$ cat src/rtl/lh_pkg.sv
// Shared constants, types and helpers for the light-hash message framer.
package lh_pkg;

    localparam logic [7:0] LH_START_CHAR  = 8'hFF;
    localparam logic [7:0] LH_FINISH_CHAR = 8'h00;

    localparam logic [7:0] LH_ASCII_DIGIT_LO = 8'h30;
    localparam logic [7:0] LH_ASCII_DIGIT_HI = 8'h39;
    localparam logic [7:0] LH_ASCII_UPPER_LO = 8'h41;
    localparam logic [7:0] LH_ASCII_UPPER_HI = 8'h5A;
    localparam logic [7:0] LH_ASCII_LOWER_LO = 8'h61;
    localparam logic [7:0] LH_ASCII_LOWER_HI = 8'h7A;

    typedef enum logic [2:0] {
        ST_IDLE        = 3'd0,
        ST_SEND_START  = 3'd1,
        ST_FETCH       = 3'd2,
        ST_SEND_CHAR   = 3'd3,
        ST_SEND_FINISH = 3'd4,
        ST_WAIT_DIGEST = 3'd5
    } lh_state_e;

    // One buffered host byte with its end-of-message marker.
    typedef struct packed {
        logic       last;
        logic [7:0] data;
    } lh_entry_t;

    localparam int unsigned LH_ENTRY_W = $bits(lh_entry_t);

    function automatic logic lh_is_alnum(input logic [7:0] c);
        return ((c >= LH_ASCII_DIGIT_LO) && (c <= LH_ASCII_DIGIT_HI)) ||
               ((c >= LH_ASCII_UPPER_LO) && (c <= LH_ASCII_UPPER_HI)) ||
               ((c >= LH_ASCII_LOWER_LO) && (c <= LH_ASCII_LOWER_HI));
    endfunction

endpackage

$ cat src/rtl/lh_sync_fifo.sv
// Synchronous first-word-fall-through FIFO with registered full/empty flags.
module lh_sync_fifo #(
    parameter int unsigned WIDTH = 9,
    parameter int unsigned DEPTH = 16
) (
    input  logic             clk,
    input  logic             rst_n,
    input  logic             push,
    input  logic [WIDTH-1:0] wdata,
    input  logic             pop,
    output logic [WIDTH-1:0] rdata,
    output logic             full,
    output logic             empty
);

    localparam int unsigned AW = (DEPTH > 1) ? $clog2(DEPTH) : 1;

    logic [WIDTH-1:0] mem [DEPTH];
    logic [AW-1:0]    wr_ptr;
    logic [AW-1:0]    rd_ptr;
    logic [AW:0]      count;
    logic             push_ok;
    logic             pop_ok;

    assign push_ok = push & ~full;
    assign pop_ok  = pop & ~empty;
    assign rdata   = mem[rd_ptr];

    always_ff @(posedge clk) begin
        if (push_ok) begin
            mem[wr_ptr] <= wdata;
        end
    end

    // Pointers wrap naturally because DEPTH is a power of two.
    always_ff @(posedge clk or negedge rst_n) begin
        if (!rst_n) begin
            wr_ptr <= '0;
            rd_ptr <= '0;
            count  <= '0;
            full   <= 1'b0;
            empty  <= 1'b1;
        end else begin
            if (push_ok) begin
                wr_ptr <= wr_ptr + AW'(1);
            end
            if (pop_ok) begin
                rd_ptr <= rd_ptr + AW'(1);
            end
            if (push_ok && !pop_ok) begin
                count <= count + (AW+1)'(1);
                full  <= (count == (AW+1)'(DEPTH - 1));
                empty <= 1'b0;
            end else if (pop_ok && !push_ok) begin
                count <= count - (AW+1)'(1);
                full  <= 1'b0;
                empty <= (count == (AW+1)'(1));
            end
        end
    end

endmodule

$ cat src/rtl/lh_msg_framer.sv
// Frames a buffered host message as START, chars, FINISH for the light-hash core.
// Optional alphanumeric filter: define LH_FRAMER_ALNUM_CHECK_EN.
module lh_msg_framer #(
    parameter int unsigned FIFO_DEPTH   = 16,
    parameter int unsigned ROUND_CYCLES = 34
) (
    input  logic       clk,
    input  logic       rst_n,
    input  logic [7:0] in_char,
    input  logic       in_valid,
    input  logic       in_last,
    output logic       in_ready,
    output logic [7:0] ptxt_char,
    output logic       ptxt_valid,
    input  logic       digest_ready,
    output logic       busy,
    output logic [7:0] msg_len,
    output logic       err_invalid_char
);

    import lh_pkg::*;

    localparam int unsigned CNT_W = $clog2(ROUND_CYCLES);
    localparam logic [CNT_W-1:0] SLOT_LAST = CNT_W'(ROUND_CYCLES - 1);

    lh_state_e        state;
    lh_entry_t        wr_entry;
    lh_entry_t        rd_entry;
    logic             fifo_full;
    logic             fifo_empty;
    logic             pop_c;
    logic             keep_c;
    logic             slot_done_c;
    logic             dig_rise_c;
    logic [CNT_W-1:0] cnt;
    logic             cur_last;
    logic             dr_q;

    assign wr_entry = '{last: in_last, data: in_char};
    assign in_ready = ~fifo_full;
    assign pop_c    = (state == ST_FETCH) && !fifo_empty;

    lh_sync_fifo #(
        .WIDTH (LH_ENTRY_W),
        .DEPTH (FIFO_DEPTH)
    ) u_fifo (
        .clk   (clk),
        .rst_n (rst_n),
        .push  (in_valid),
        .wdata (wr_entry),
        .pop   (pop_c),
        .rdata (rd_entry),
        .full  (fifo_full),
        .empty (fifo_empty)
    );

`ifdef LH_FRAMER_ALNUM_CHECK_EN
    assign keep_c = lh_is_alnum(rd_entry.data);
`else
    assign keep_c = (rd_entry.data != LH_START_CHAR) && (rd_entry.data != LH_FINISH_CHAR);
`endif

    assign slot_done_c = (cnt == SLOT_LAST);
    assign dig_rise_c  = digest_ready & ~dr_q;

    // Framing FSM; every output is updated on the transition that enters a slot.
    always_ff @(posedge clk or negedge rst_n) begin
        if (!rst_n) begin
            state            <= ST_IDLE;
            cnt              <= '0;
            cur_last         <= 1'b0;
            dr_q             <= 1'b0;
            ptxt_char        <= LH_FINISH_CHAR;
            ptxt_valid       <= 1'b0;
            busy             <= 1'b0;
            msg_len          <= '0;
            err_invalid_char <= 1'b0;
        end else begin
            dr_q       <= digest_ready;
            ptxt_valid <= 1'b0;
            cnt        <= cnt + CNT_W'(1);
            case (state)
                ST_IDLE: begin
                    cnt <= '0;
                    if (!fifo_empty) begin
                        state            <= ST_SEND_START;
                        ptxt_char        <= LH_START_CHAR;
                        ptxt_valid       <= 1'b1;
                        busy             <= 1'b1;
                        msg_len          <= '0;
                        err_invalid_char <= 1'b0;
                    end
                end
                ST_SEND_START: begin
                    if (slot_done_c) begin
                        cnt   <= '0;
                        state <= ST_FETCH;
                    end
                end
                ST_FETCH: begin
                    cnt <= '0;
                    if (!fifo_empty) begin
                        cur_last <= rd_entry.last;
                        if (keep_c) begin
                            state      <= ST_SEND_CHAR;
                            ptxt_char  <= rd_entry.data;
                            ptxt_valid <= 1'b1;
                            if (msg_len != 8'hFF) begin
                                msg_len <= msg_len + 8'd1;
                            end
                        end else begin
                            err_invalid_char <= 1'b1;
                            if (rd_entry.last) begin
                                state      <= ST_SEND_FINISH;
                                ptxt_char  <= LH_FINISH_CHAR;
                                ptxt_valid <= 1'b1;
                            end
                        end
                    end
                end
                ST_SEND_CHAR: begin
                    if (slot_done_c) begin
                        cnt <= '0;
                        if (cur_last) begin
                            state      <= ST_SEND_FINISH;
                            ptxt_char  <= LH_FINISH_CHAR;
                            ptxt_valid <= 1'b1;
                        end else begin
                            state <= ST_FETCH;
                        end
                    end
                end
                ST_SEND_FINISH: begin
                    if (slot_done_c) begin
                        cnt   <= '0;
                        state <= ST_WAIT_DIGEST;
                    end
                end
                ST_WAIT_DIGEST: begin
                    if (dig_rise_c || slot_done_c) begin
                        cnt   <= '0;
                        state <= ST_IDLE;
                        busy  <= 1'b0;
                    end
                end
                default: begin
                    state <= ST_IDLE;
                    busy  <= 1'b0;
                end
            endcase
        end
    end

endmodule

$ cat config.mk
export PLATFORM = sky130hd
export DESIGN_NAME = lh_msg_framer
export DESIGN_NICKNAME = d
export VERILOG_FILES = /design/src/rtl/lh_pkg.sv /design/src/rtl/lh_sync_fifo.sv /design/src/rtl/lh_msg_framer.sv
export SDC_FILE = /design/constraint.sdc
export NUM_CORES = 1
export LEC_CHECK = 0
export ABC_AREA = 0
export CAP_MARGIN = 15
export CORE_MARGIN = 3
export CORE_UTILIZATION = 45
export DETAILED_ROUTE_END_ITERATION = 8
export PLACE_DENSITY = 0.73
export REMOVE_ABC_BUFFERS = 1
export SLEW_MARGIN = 20
export SYNTH_ARGS = -nofsm -noshare
export SYNTH_HDL_FRONTEND = slang
export SYNTH_SLANG_ARGS = --single-unit
$ cat constraint.sdc
create_clock -name clk -period 2.85 [get_ports clk]
set_input_delay 0.855 -clock clk [delete_from_list [all_inputs] [get_ports clk]]
set_output_delay 0.855 -clock clk [all_outputs]
set_load 0.02 [all_outputs]
* Word-level counts from Yosys, hierarchy flattened
Memory sizes are Yosys's and may differ from the RTL's.
Cells that the tools add are included.
** Storage, ports and cells
- Register bits after elaboration :: 45
- Bits in writable memories :: 144
- Logic and storage cells :: 118
- Memories :: 1
** Cells by class
- $add $sub $neg :: 6
- Equality and inequality tests :: 21
- Muxes and demuxes :: 47
- Bitwise gates (word level) :: 7
- Reductions and logical operators :: 22
** Memory list
- u_fifo.mem :: depth 16, width 9, read ports 1, clocked after Yosys merged registers in 0, write ports 1, line lh_sync_fifo.sv:18 : logic [WIDTH-1:0] mem [DEPTH];
** Operator list (count)
- $mux 8 :: 10
- $mux 3 :: 9
- $pmux 8 s3 :: 1
- $ne 2x2->1 const B :: 9
- $pmux 3 s6 :: 1
- $pmux 6 s3 :: 1
- $mux 1 :: 17
- $ne 8x8->1 const B :: 2
- $pmux 8 s2 :: 1
- $mux 6 :: 2
- $mux 5 :: 2
- $add 4x1->4 const B :: 2
- $add 8x1->8 const B :: 1
- $reduce_bool 8->1 :: 1
- $reduce_and 7->1 :: 1
- $add 6x1->6 const B :: 1
- $eq 3x2->1 const B :: 2
- $eq 3x3->1 const B :: 2
- $eq 6x6->1 const B :: 1
- $pmux 1 s3 :: 2
- $reduce_and 6->1 :: 1
- $add 5x1->5 const B :: 1
- $eq 5x1->1 const B :: 1
- $eq 5x4->1 const B :: 1
- other kinds (20) :: 31

* Depth between registers and ports, before layout
Gate-level depths: netlist (run 1).
- Depth after elaboration :: 6
- Mapped depth :: 12
- Depth with buffers taken out :: 8

* Modules after synthesis
From an unflattened synthesis (run 1), not the netlist that was laid out.
** Unflattened totals
- Cells, all modules :: 491
- Area total of the unflattened synthesis :: 8032.7 um^2
** By module, submodules not included
- lh_sync_fifo :: times used 1, cells each 318, area an instance 6412.4 um^2, seq. area each 4700.8 um^2
- lh_msg_framer :: times used 1, cells each 173, area an instance 1620.3 um^2, seq. area each 750.7 um^2

* Worst setup path before layout (run 1)
Ideal clock, no wire load.
- Kind :: reg-to-reg
- From :: register u_fifo.rd_ptr[0]
- To :: register ptxt_char[0]
- Setup time :: 0.126 ns
- Arrival :: 2.656 ns
- Slack :: 0.068 ns
- Stages on the path, launching flop included :: 11
- Clock period less this slack :: 2.782 ns
- Cell sequence :: dfrtp_1 buf_6 buf_8 mux4_2 a22oi_1 nand2_1 nor4_2 or3b_4 nand2_8 a21oi_4 o32a_1
** On the way
- Longest elaborated chain between the ends :: 6
- Elaborated cells between the ends (all ways) :: 9
- Those cells by class :: eq/ne (2); mux (3); reduce/logical (3); memory (1)
** Ends and longest elaborated chain
- start, declared :: line lh_sync_fifo.sv:20 : logic [AW-1:0] rd_ptr;
- start signal, assigned :: line lh_sync_fifo.sv:48 : rd_ptr <= rd_ptr + AW'(1);
- $mem_v2 16x9 (*)
- $ne 8x8->1 / $reduce_bool 8->1 (equally long branches) :: line lh_msg_framer.sv:60 : assign keep_c = (rd_entry.data != LH_START_CHAR) && (rd_entry.data != LH_FINISH_CHAR);
- $logic_and 1x1->1 :: line lh_msg_framer.sv:60
- $mux 8 :: line lh_msg_framer.sv:104 : if (keep_c) begin
- $mux 8 :: line lh_msg_framer.sv:102 : if (!fifo_empty) begin
- $pmux 8 s3 :: line lh_msg_framer.sv:82 : case (state)
- end signal, assigned :: line lh_msg_framer.sv:106 : ptxt_char <= rd_entry.data;
- end, declared :: line lh_msg_framer.sv:13 : output logic [7:0] ptxt_char,
Mark *: on every way between the ends. The rest lies on a longest branch, timed or not. The select of a mux whose other input is x is not followed.
A chain may end at the register's enable or synchronous reset.

* Worst setup path after layout (run 1)
- From :: register u_fifo.rd_ptr[0]
- To :: register ptxt_char[1]
The elaborated chain is that of the path after synthesis.

==> impl_metrics.ini, run 1 <==
[detailed_routing]
vias_per_cell = 5.798
dr.pass1.iters = 5
wl_met1_mm = 7.304
wl_met2_mm = 9.193
initialDrtViolationCount = 521
wl_mm = 17.83
met3_length_mm = 1.008
drtAntennaViolNets = 0
vias = 4847
top_layer_used = met4
drt-wirelength-per-cell_um = 21.33
drc_errors = 0

[global_routing]
grt_pass1_vias = 4867
grt_pass1_wl_mm = 27.24
grt_max_degree = 38
overflow = 0
grt_antenna_before_repair = 0
track_usage = 0.1825

[placed_design]
dp_cells = 783
pre_cts_ws_ns = -0.1510
placed_area_sq_um = 9037
portBuffers = 32
post-dp-hpwl_mm = 11.32
gp_congestion = 0.7810

[cells_and_area]
drive_above_1_share = 0.2668
syn2layout_area_growth_pct = 22.35
finalNonFillerCells = 836
diodes = 0
fin_area_sq_um = 9897
final_core_util = 0.5682
fillerInstances = 1297
seq_area_sq_um = 5453
multiInputGateArea_sq_um = 2566
nets = 626

[cts]
cts.hold.buffers_added = 0
cts.sinks = 189
clk_pin_slew_ns = 0.07
clk_latency_ns = 0.43
root_buffer = clkbuf_16
clock_path_buffers = 2
cts_htree_levels = 4
cts_tree = done
cts_buffers = 17

[power]
vdd_drop_max_mv = 0.5695
p_leak_nw = 3.618
power_mw = 9.452
p_per_area_nw_per_um2 = 955.1

[floorplanning]
initial_core_util = 0.4644
die_x_um = 140.1
fp.dieH_um = 140.1
die-area_sq_um = 19620
core.rowCount = 48
num_io_pins = 33
coreArea_sq_um = 17420

[synthesis]
synth_edf_count = 144
synth.distinct_cells = 60
syn_avg_cell_area_sq_um = 16.31
synth_async_sr_flop_share = 0.2381
syn_area_sq_um = 8089
synth-seq-area-share = 0.6739
yosysWarnings = 0
synthFlopType = edfxtp_1
syn-instance-count = 496
yosys_register_bits = 189

[setup_path]
worstPathCellList = buf_12 > buf_6 > buf_6 > mux4_2 > a22oi_2 > nand2_2 > nor4_4 > or3b_4 > nand2_8 > buf_4 > nor3_1 > o32a_1
endpoint_kind = flip-flop
cp.required_ns = 3.16
cp.arrival_ns = 3.22
critPathKind = reg2reg
startpoint_type = flip-flop
critPathMaxFanout = 7
cpMostUsedCell = buf_6
cp_slowest_cell = mux4_2
cpPeakStageDelay_ns = 0.49

[timing]
skew_ns = 0.01366
hold_viol = 0
relSlewSlack = 0.5699
fin_hold_ws_ns = 0.4285
timing.setup.tns_ns = -0.4111
finalCritPeriodShare = 1.019
clock.fmax_mhz = 344.4
setup_slack_ns = -0.05338
layout_min_cycle_time_ns = 2.903
setup_viol_count_final = 13
drv_slew = 0
rsz0062_at_grt = yes
tightest_slew_ns = 0.6408

[run_status]
status = finished with violations
violations = setup timing

[min_path]
hp-class = in2async

[flow_run]
max_cap_violations = 0
## flip-flops by register name, summed over array words and instances, names as in the netlist
| register | cells |
|---|---|
| u_fifo.full | 1 |
| dr_q | 1 |
| ptxt_valid | 1 |
| busy | 1 |
| u_fifo.rd_ptr | 4 |
| msg_len | 8 |
| err_invalid_char | 1 |
| u_fifo.wr_ptr | 4 |
| cur_last | 1 |
| u_fifo.mem | 144 |
| u_fifo.empty | 1 |
| cnt | 6 |
| ptxt_char | 8 |
| u_fifo.count | 5 |
| state | 3 |
## metal layers
| layer | vias up | track usage |
|---|---|---|
| met5 | - | 0 |
| met4 | 0 | 0.06068 |
| met3 | 26 | 0.03073 |
| met2 | 178 | 0.3084 |
| met1 | 2491 | 0.2424 |
| li1 | 2152 | - |
## kinds of logic after synthesis
logic type	synth area share
adder cells (fa/ha/maj)	0.02011
multiplexers	0.1098
XOR/XNOR	0.01516
flip-flops	0.6739
AND/OR/NAND/NOR	0.09683
AO/OA/AOI/OAI	0.06264
buffers and inverters	0.02150
## final cells by class
| type | instances | share of cell area |
|---|---|---|
| Multi-Input combinational cell | 275 | 0.2593 |
| Timing Repair Buffer | 104 | 0.1014 |
| Sequential cell | 189 | 0.5509 |
| Clock inverter | 12 | 0.01163 |
| Clock buffer | 18 | 0.04336 |
| Tap cell | 225 | 0.02845 |
| Inverter | 13 | 0.004930 |
## layout by cell type (no fill, tap or decap), types with 12 or more instances in the layout
cell type,instances
mux4_2,30
nand2_1,26
buf_4,56
clkbuf_16,17
ha_1,13
dfrtp_1,43
inv_1,12
clkdlybuf4s50_1,31
edfxtp_1,144
and2_1,19
nor2_1,30
## Yosys cell counts, drive strengths merged (2+ instances only)
library cell,number,area [sq um]
nor3,5,25.02
a32o,2,20.02
and3,10,62.56
or4,6,45.04
a21oi,10,61.31
nor2b,7,43.79
a22o,5,43.79
buf,8,80.07
nor3b,2,15.01
clkbuf,12,45.04
edfxtp,144,4324
o22ai,2,12.51
a221oi,4,47.55
o32a,8,80.08
a31oi,2,12.51
xnor2,9,78.83
and2,19,118.9
nand2b,3,18.77
inv,12,45.04
o211ai,5,37.54
xor2,5,43.79
nand3b,2,15.01
or2,3,18.77
mux4,34,807.0
nand2,30,128.9
a211o,2,17.52
o31ai,3,22.52
mux2i,7,70.07
nand4,6,37.54
nand3,9,45.04
ha,13,162.7
dfrtp,44,1101
nor2,31,116.4
o21ai,9,48.79
a22oi,9,67.56
## worst max-delay path: cells and delay by family (launching register included)
family,cells,cell delay (ns)
flops,1,0.42
mux,1,0.49
buf+inv,4,0.48
compound gates,2,0.36
simple gates,5,1.03
## timing repair
item                       4_1_cts  5_1_grt
setup buffers                   19        3
gates resized for setup         19       17
setup endpoints to repair       17       21
gates cloned                     1        0
pin swaps                       11       15
## worst paths after layout
kind / depth (start not counted) / slack, ns / end / from
worst max-delay path: 12 / -0.05 / ptxt_char[1] / u_fifo.rd_ptr[0]
worst min-delay path: 1 / 0.43 / msg_len[3] / rst_n
worst max register to register: 12 / -0.05 / ptxt_char[1] / u_fifo.rd_ptr[0]
worst min register to register: 1 / 0.48 / cnt[0] / cnt[0]
max in group asynchronous: 2 / 1.64 / u_fifo.empty / rst_n
min in group clk: 1 / 0.48 / cnt[0] / cnt[0]
## report_power, final
group | internal (mW) | leakage [nW] | switching, mW
logic | 1.83 | 1.51 | 1.74
clock network | 1.20 | 0.262 | 1.01
registers | 3.41 | 1.85 | 0.262
total | 6.44 | 3.62 | 3.01
Power figures use the tool's default switching activity.
==> run 2, diff against run 1 <==
--- a/config.mk
+++ b/config.mk
@@ -7,7 +7,7 @@
 export LEC_CHECK = 0
 export ABC_AREA = 0
 export CAP_MARGIN = 15
-export CORE_MARGIN = 3
+export CORE_MARGIN = 2
 export CORE_UTILIZATION = 45
 export DETAILED_ROUTE_END_ITERATION = 8
 export PLACE_DENSITY = 0.73
==> run 2 against run 1 <==
The run still ends with setup timing left. Final cell count is 0.48% higher. Maximum frequency decreased by 0.72%. Clock skew down 0.0081 ns. Register-to-register slack got worse by 0.02 ns. Sequential power is essentially flat. Sequential cell count did not move. Via count is 0.45% lower. Critical path depth down 1. Non-clock buffer count fell by 2. Combinational power down 5%. Worst hold slack lost 0.11 ns. Largest cell class unchanged. Largest power group unchanged.
==> impl_metrics.ini, run 2 (synthesis gave the netlist of run 1 again) <==
[global_routing]
grt_antenna_before_repair = 0
track_usage = 0.1896
grt_pass1_wl_mm = 27.63
grt_max_degree = 38
overflow = 0
grt_pass1_vias = 4895

[floorplanning]
die-area_sq_um = 19060
coreArea_sq_um = 17780
initial_core_util = 0.4550
fp.dieH_um = 138.1
num_io_pins = 33
core.rowCount = 49
die_x_um = 138.1

[setup_path]
critPathMaxFanout = 6
startpoint_type = flip-flop
cp.arrival_ns = 3.24
r2r_cells = 11
r2r_slack_ns = -0.07
reg2reg_from = u_fifo.rd_ptr[0]
critPathKind = reg2reg
cp.required_ns = 3.17
crit_end = ptxt_char[4]
r2r-end = ptxt_char[4]
endpoint_kind = flip-flop
crit_start = u_fifo.rd_ptr[0]

[power]
p_per_area_nw_per_um2 = 936.7
vdd_drop_max_mv = 0.6550
p_leak_nw = 3.618

[cts]
cts.sinks = 189
cts_tree = done
clk_pin_slew_ns = 0.07
cts.hold.buffers_added = 0
root_buffer = clkbuf_16
cts_buffers = 17
clock_path_buffers = 2
clk_latency_ns = 0.43
cts_htree_levels = 4

[cells_and_area]
nets = 624
fillerInstances = 1364
largest_reg_flops = 144
finalNonFillerCells = 840
drive_above_1_share = 0.2668
mostFrequentLayoutCells = edfxtp_1 (144), buf_4 (53), dfrtp_1 (42)
top_regs = u_fifo.mem x144, msg_len x8, ptxt_char x8
max_flop_register = u_fifo.mem
diodes = 0
final_common_cell = edfxtp_1
syn2layout_area_growth_pct = 22.30

[timing]
rsz0062_at_grt = yes
setup_viol_count_final = 17
tightest_slew_ns = 0.6016
skew_ns = 0.005513
setup_slack_ns = -0.07438
fin_hold_ws_ns = 0.3145
drv_slew = 0
clock.fmax_mhz = 342.0
relSlewSlack = 0.5962
hold_viol = 0
finalCritPeriodShare = 1.026
layout_min_cycle_time_ns = 2.924

[placed_design]
dp_cells = 794
gp_congestion = 0.8078
post-dp-hpwl_mm = 11.44
portBuffers = 32

[detailed_routing]
vias_per_cell = 5.744
drc_errors = 0
initialDrtViolationCount = 409
wl_mm = 17.71
drtAntennaViolNets = 0
dr.pass1.iters = 7
vias = 4825
drt-wirelength-per-cell_um = 21.08

[flow_run]
max_cap_violations = 0

[run_status]
status = finished with violations
violations = setup timing

[min_path]
hp-class = in2async
-- run 2: worst min-delay path by stage --
| stage | to | slack, ns | cells after the start |
|---|---|---|---|
| after floorplan | cnt[0] | 0.45 | 1 |
| after global placement | cnt[0] | 0.47 | 1 |
| after detailed placement | u_fifo.count[3] | 0.48 | 1 |
| after CTS | cnt[2] | 0.31 | 1 |
| after global routing | cnt[0] | 0.34 | 1 |
| final | cnt[4] | 0.31 | 1 |
-- run 2: repair_timing --
action / CTS / global route
setup endpoints to repair: 19 / 21
buffers inserted: 10 / 3
gates resized for setup: 22 / 14
cloned: 2 / 0
pin swaps: 12 / 6
-- run 2: per-stage QoR --
step	instance area, sq um	power (mW)	utilization	setup TNS (ns)	worst slack [ns]
after floorplan	7964	5.478	-	-16.49	-0.8863
after global placement	9082	6.576	0.5108	-0.02738	-0.004349
after detailed placement	9082	6.701	0.5108	-1.523	-0.1217
after CTS	9823	9.197	0.5525	-0.3252	-0.04313
after global routing	9893	9.701	0.5564	-2.187	-0.1452
final	9893	9.267	0.5564	-0.8475	-0.07438
-- run 2: critical path: stages, from the launching register on --
cell	delay, ns
dfrtp_2	0.41
buf_12	0.12
buf_6	0.09
mux4_2	0.49
a22o_1	0.25
a221oi_2	0.28
buf_4	0.19
nand3_2	0.06
or3b_4	0.43
nand2_8	0.10
a21oi_2	0.09
o32a_1	0.29
-- run 2: final cells by class --
class,instances,area [sq um],share of cell area
Timing Repair Buffer,102,999.7,0.1010
Sequential cell,189,5454,0.5513
Tap cell,229,286.5,0.02896
Clock buffer,17,425.4,0.04300
Inverter,13,48.80,0.004932
Multi-Input combinational cell,275,2566,0.2594
Clock inverter,15,112.6,0.01138
-- run 2: per-layer routing --
layer,up-vias,global-route usage,routed length [um]
met5,-,0,0
met3,25,0.04641,1141
li1,2161,-,-
met1,2450,0.2473,7167
met4,0,0.06767,278
met2,189,0.3129,9120
-- run 2: power breakdown --
| group | internal [mW] | total [mW] | switching (mW) |
|---|---|---|---|
| Sequential | 3.41 | 3.69 | 0.282 |
| Clock | 1.13 | 2.18 | 1.05 |
| Combinational | 1.72 | 3.40 | 1.67 |
==> run 3, diff against run 2 <==
--- a/config.mk
+++ b/config.mk
@@ -5,14 +5,14 @@
 export SDC_FILE = /design/constraint.sdc
 export NUM_CORES = 1
 export LEC_CHECK = 0
-export ABC_AREA = 0
 export CAP_MARGIN = 15
 export CORE_MARGIN = 2
 export CORE_UTILIZATION = 45
 export DETAILED_ROUTE_END_ITERATION = 8
 export PLACE_DENSITY = 0.73
 export REMOVE_ABC_BUFFERS = 1
-export SLEW_MARGIN = 20
+export SKIP_CTS_REPAIR_TIMING = 1
+export SLEW_MARGIN = 0
 export SYNTH_ARGS = -nofsm -noshare
 export SYNTH_HDL_FRONTEND = slang
 export SYNTH_SLANG_ARGS = --single-unit
==> run 3 against run 2 <==
The run still ends with setup timing left. Total power shrank 1.1%. Critical endpoint is now msg_len[6]. Register-to-register slack is essentially flat. Core utilization shrank 0.47 points. Largest power group unchanged. Critical path type unchanged.
==> impl_metrics.ini, run 3 (synthesis gave the netlist of run 1 again) <==
[cells_and_area]
final_common_cell = edfxtp_1
finalNonFillerCells = 834
multiInputGateArea_sq_um = 2550
top_regs = u_fifo.mem x144, msg_len x8, ptxt_char x8
largest_reg_flops = 144
max_flop_register = u_fifo.mem
diodes = 0
syn2layout_area_growth_pct = 21.27
fillerInstances = 1369
seq_area_sq_um = 5454
mostFrequentLayoutCells = edfxtp_1 (144), buf_4 (51), dfrtp_1 (42)
drive_above_1_share = 0.2463
nets = 618

[global_routing]
grt_pass1_wl_mm = 27.08
track_usage = 0.1856
met2_usage = 0.3035
grt_max_degree = 38
grt_use_met1 = 0.2480
grt_antenna_before_repair = 0
grt_util_met3 = 0.04053
grt.busiest_layer = met2
overflow = 0
grt_pass1_vias = 4818

[timing]
tightest_slew_ns = 0.5568
skew_ns = 0.004812
setup_slack_ns = -0.06019
finalCritPeriodShare = 1.021
drv_slew = 0
layout_min_cycle_time_ns = 2.910
timing.setup.tns_ns = -0.5793
relSlewSlack = 0.6277
clock.fmax_mhz = 343.6
rsz0062_at_grt = yes
setup_viol_count_final = 15
hold_viol = 0

[setup_path]
critPathKind = reg2reg
r2r_slack_ns = -0.06
crit_start = u_fifo.rd_ptr[0]
crit_end = msg_len[6]
critPathMaxFanout = 8
reg2reg_from = u_fifo.rd_ptr[0]
cp.required_ns = 3.22
r2r_cells = 11
endpoint_kind = flip-flop
startpoint_type = flip-flop
r2r-end = msg_len[6]
cp.arrival_ns = 3.28

[floorplanning]
coreArea_sq_um = 17780
die_x_um = 138.1
fp.dieH_um = 138.1
initial_core_util = 0.4550
core.rowCount = 49
num_io_pins = 33
die-area_sq_um = 19060

[power]
power_mw = 9.163
p_per_area_nw_per_um2 = 934.2
p_leak_nw = 3.597
vdd_drop_max_mv = 0.5641

[cts]
cts_htree_levels = 4
root_buffer = clkbuf_16
clock_path_buffers = 2
cts.sinks = 189
cts_buffers = 17
clk_pin_slew_ns = 0.07
clk_latency_ns = 0.43
cts_tree = done

[detailed_routing]
drtAntennaViolNets = 0
initialDrtViolationCount = 369
vias_per_cell = 5.727
vias = 4776
drc_errors = 0
wl_mm = 17.53
dr.pass1.iters = 5
drt-wirelength-per-cell_um = 21.01

[placed_design]
portBuffers = 32
gp_congestion = 0.8078
post-dp-hpwl_mm = 11.44
pre_cts_ws_ns = -0.1217
dp_cells = 794

[run_status]
status = finished with violations
violations = setup timing

[min_path]
hp-class = in2async

[flow_run]
max_cap_violations = 0
-- run 3: cell count changes in the layout (fill, tap and decap cells not counted), sizes merged --
cell / delta
clkbuf: +1
buf: -7
-- run 3: layout make-up --
| cell class | instances | share of cell area |
|---|---|---|
| clock inverter | 15 | 0.01148 |
| multi-input combinational | 275 | 0.2599 |
| timing repair buffer | 96 | 0.09503 |
| inverter | 13 | 0.004974 |
| sequential | 189 | 0.5560 |
| tap | 229 | 0.02921 |
| clock buffer | 17 | 0.04337 |
-- run 3: per-layer routing --
layer  up-vias  part of all wire
li1       2146                 -
met1      2400              0.41
met2       187              0.50
met3        43             0.059
met4         0             0.028
met5         -                 0
-- run 3: how the worst min path moves through the flow --
stage	startpoint	to	slack (ns)	depth (start not counted)
after floorplan	cnt[0]	cnt[0]	0.45	1
after global placement	cnt[0]	cnt[0]	0.47	1
after detailed placement	u_fifo.count[3]	u_fifo.count[3]	0.48	1
after CTS	rst_n	cnt[2]	0.31	1
after global routing	rst_n	cnt[0]	0.34	1
final	rst_n	cnt[4]	0.31	1
-- run 3: worst max-delay path, cell delays in order (launching register included) --
cell	delay, ns
dfrtp_2	0.37
buf_12	0.14
buf_6	0.10
mux4_2	0.49
a22o_1	0.25
a221oi_2	0.26
and4bb_1	0.29
buf_4	0.15
nand4b_4	0.14
nand2_8	0.09
or4_4	0.49
nand3_2	0.08
-- run 3: power breakdown --
| part | switching (mW) | internal (mW) | leakage (nW) | total (mW) |
|---|---|---|---|---|
| sequential | 0.272 | 3.41 | 1.85 | 3.68 |
| combinational | 1.65 | 1.66 | 1.48 | 3.31 |
| clock | 1.04 | 1.13 | 0.265 | 2.17 |
-- run 3: through the flow --
step	area [sq um]	utilization	hold slack, ns
2_1_floorplan	7964	-	0.4535
3_3_place_gp	9082	0.5108	0.4693
3_5_place_dp	9082	0.5108	0.4850
4_1_cts	9620	0.5411	0.3129
5_1_grt	9809	0.5517	0.3419
6_report	9809	0.5517	0.3141
==> variant, RTL diff (config.mk and constraints of run 1) <==
Build with the macro `LH_FRAMER_ALNUM_CHECK_EN` defined.
--- a/src/rtl/lh_msg_framer.sv
+++ b/src/rtl/lh_msg_framer.sv
@@ -1,4 +1,6 @@
 // Frames a buffered host message as START, chars, FINISH for the light-hash core.
 // Optional alphanumeric filter: define LH_FRAMER_ALNUM_CHECK_EN.
+`define LH_FRAMER_ALNUM_CHECK_EN
+
 module lh_msg_framer #(
     parameter int unsigned FIFO_DEPTH   = 16,
Formal check against the unedited RTL: same outputs for any inputs over 10 cycles, from zero or initial values and one cycle with rst_n low; that may be too few to reach the edited logic, so the function may still have changed.
==> variant against run 1 <==
Final area rose by 0.15%. Routed wire length fell by 3.8%. Total power is 14% higher. Combinational power grew 34%. The run still ends with negative setup slack left. Largest cell class unchanged. Sequential cell count is the same. Synthesized area is essentially flat. Critical path depth decreased by 3. Critical path type unchanged. Worst setup slack got worse by 0.081 ns. Critical endpoint is now msg_len[4].
==> variant: results <==
set metrics [dict create \
    p_leak_nw 3.68 \
    postCtsSetupBuffers 2 \
    hpwlAfterDp_mm 11.2 \
    gp_congestion 0.863 \
    synth_cells 506 \
    die_w_um 140 \
    route.vias.total 4736 \
    grt_pass1_wl_mm 27.4 \
    hold_class "in -> async" \
    nFillCells 1267 \
    crit_type "reg -> reg" \
    clk_latency_ns 0.43 \
    dr.first_iter.drc_count 526 \
    max_clock_freq_ghz 0.335 \
    ir_worst_vdd_uv 735 \
    grt_max_degree 28 \
    track_usage_pct 18.2 \
    drtPass1Iterations 5 \
    violations "negative setup slack" \
    largest_reg_flops 144 \
    htree_levels 4 \
    synth-async-reset-ratio_pct 23.8 \
    clockBufferDepth 2 \
    drive_above_1_share_pct 27.6 \
    cts-buffers-inserted 17 \
    wl_per_cell_um 20.3 \
    synthTopCellsByCount "edfxtp_1 (144), dfrtp_1 (44), mux4_2 (30), nand2_1 (28), nor2_1 (24)" \
    first_global_vias 4764 \
    arrival_ns 3.29 \
    slew_headroom_pct 54.9 \
    cts_root_buffer "clkbuf_16" \
    antenna_found_initial 0 \
    synth_enable_flop_cells 144 \
    vias_per_cell 5.61 \
    ys_types 60 \
    seq_area_frac_synth_pct 67.3 \
    ctsResizeCount 15 \
    io_buffers 32 \
    fin_skew_ns 0.0100 \
    reg2reg_from "u_fifo.rd_ptr[0]" \
    crit_fanout 6 \
    largestRegisters "u_fifo.mem (144), msg_len (8), ptxt_char (8)" \
    finalWorstSetupSlack_ns -0.134 \
    diodes 0 \
    synth.area.top_cells "edfxtp_1 (53%), dfrtp_1 (14%), mux4_2 (8.3%)" \
    outcome "finished with violations" \
    setup_viol 16 \
    timing.hold.ws_ns 0.324 \
    rr_worst_depth 9 \
    worst_setup_hold_path_clk_slew_ns 0.07 \
    placedCellCount 805 \
    ys.warnings.count 0 \
    cp-endpoint "msg_len[4]" \
    nets 632 \
    tns_ns -1.21 \
]
[variant: stage by stage]
step | worst slack, ns | instance area, um2
after global routing | -0.221 | 9910
after global placement | -0.101 | 9140
final | -0.134 | 9910
after floorplan | -1.45 | 7990
after CTS | -0.0990 | 9800
after detailed placement | -0.207 | 9140
[variant: metal layers]
metal / track usage [%] / vias up / routed length, um
met5: 0 / - / 0
met4: 5.41 / 0 / 206
met2: 30.5 / 143 / 8760
met3: 3.24 / 20 / 762
met1: 24.7 / 2405 / 7420
li1: - / 2168 / -
[variant: critical path: stages (launching register included)]
cell	delay, ns
dfrtp_2	0.45
buf_12	0.15
mux4_2	0.48
a22o_1	0.25
a221oi_4	0.26
o211ai_1	0.16
a32o_2	0.34
o31a_1	0.35
o311ai_1	0.29
o31ai_1	0.12
[variant: final cells by class]
class                   instances  share of cell area [%]
flip-flops and latches        189                    55.0
multi-input cells             277                    26.1
repair buffers                100                    9.59
clock buffers                  17                    4.29
well taps                     225                    2.84
clock inverters                15                    1.40
inverters                      21                   0.795
[variant: kinds of logic (layout without fill, tap and decap cells)]
group | Yosys count | in the layout | share of synthesized area, %
adder cells (fa/ha/maj) | 13 | 13 | 2.01
AND/OR/NAND/NOR | 113 | 113 | 7.14
AO/OA/AOI/OAI | 79 | 79 | 7.62
multiplexers | 58 | 58 | 12.1
XOR/XNOR | 14 | 14 | 1.51
buffers and inverters | 40 | 153 | 2.32
flip-flops | 189 | 189 | 67.3
[variant: where the power goes]
group / switching (mW) / internal [mW] / total, mW
sequential: 0.313 / 3.42 / 3.74
clock: 1.05 / 1.22 / 2.27
combinational: 2.40 / 2.37 / 4.77
total: 3.77 / 7.01 / 10.8
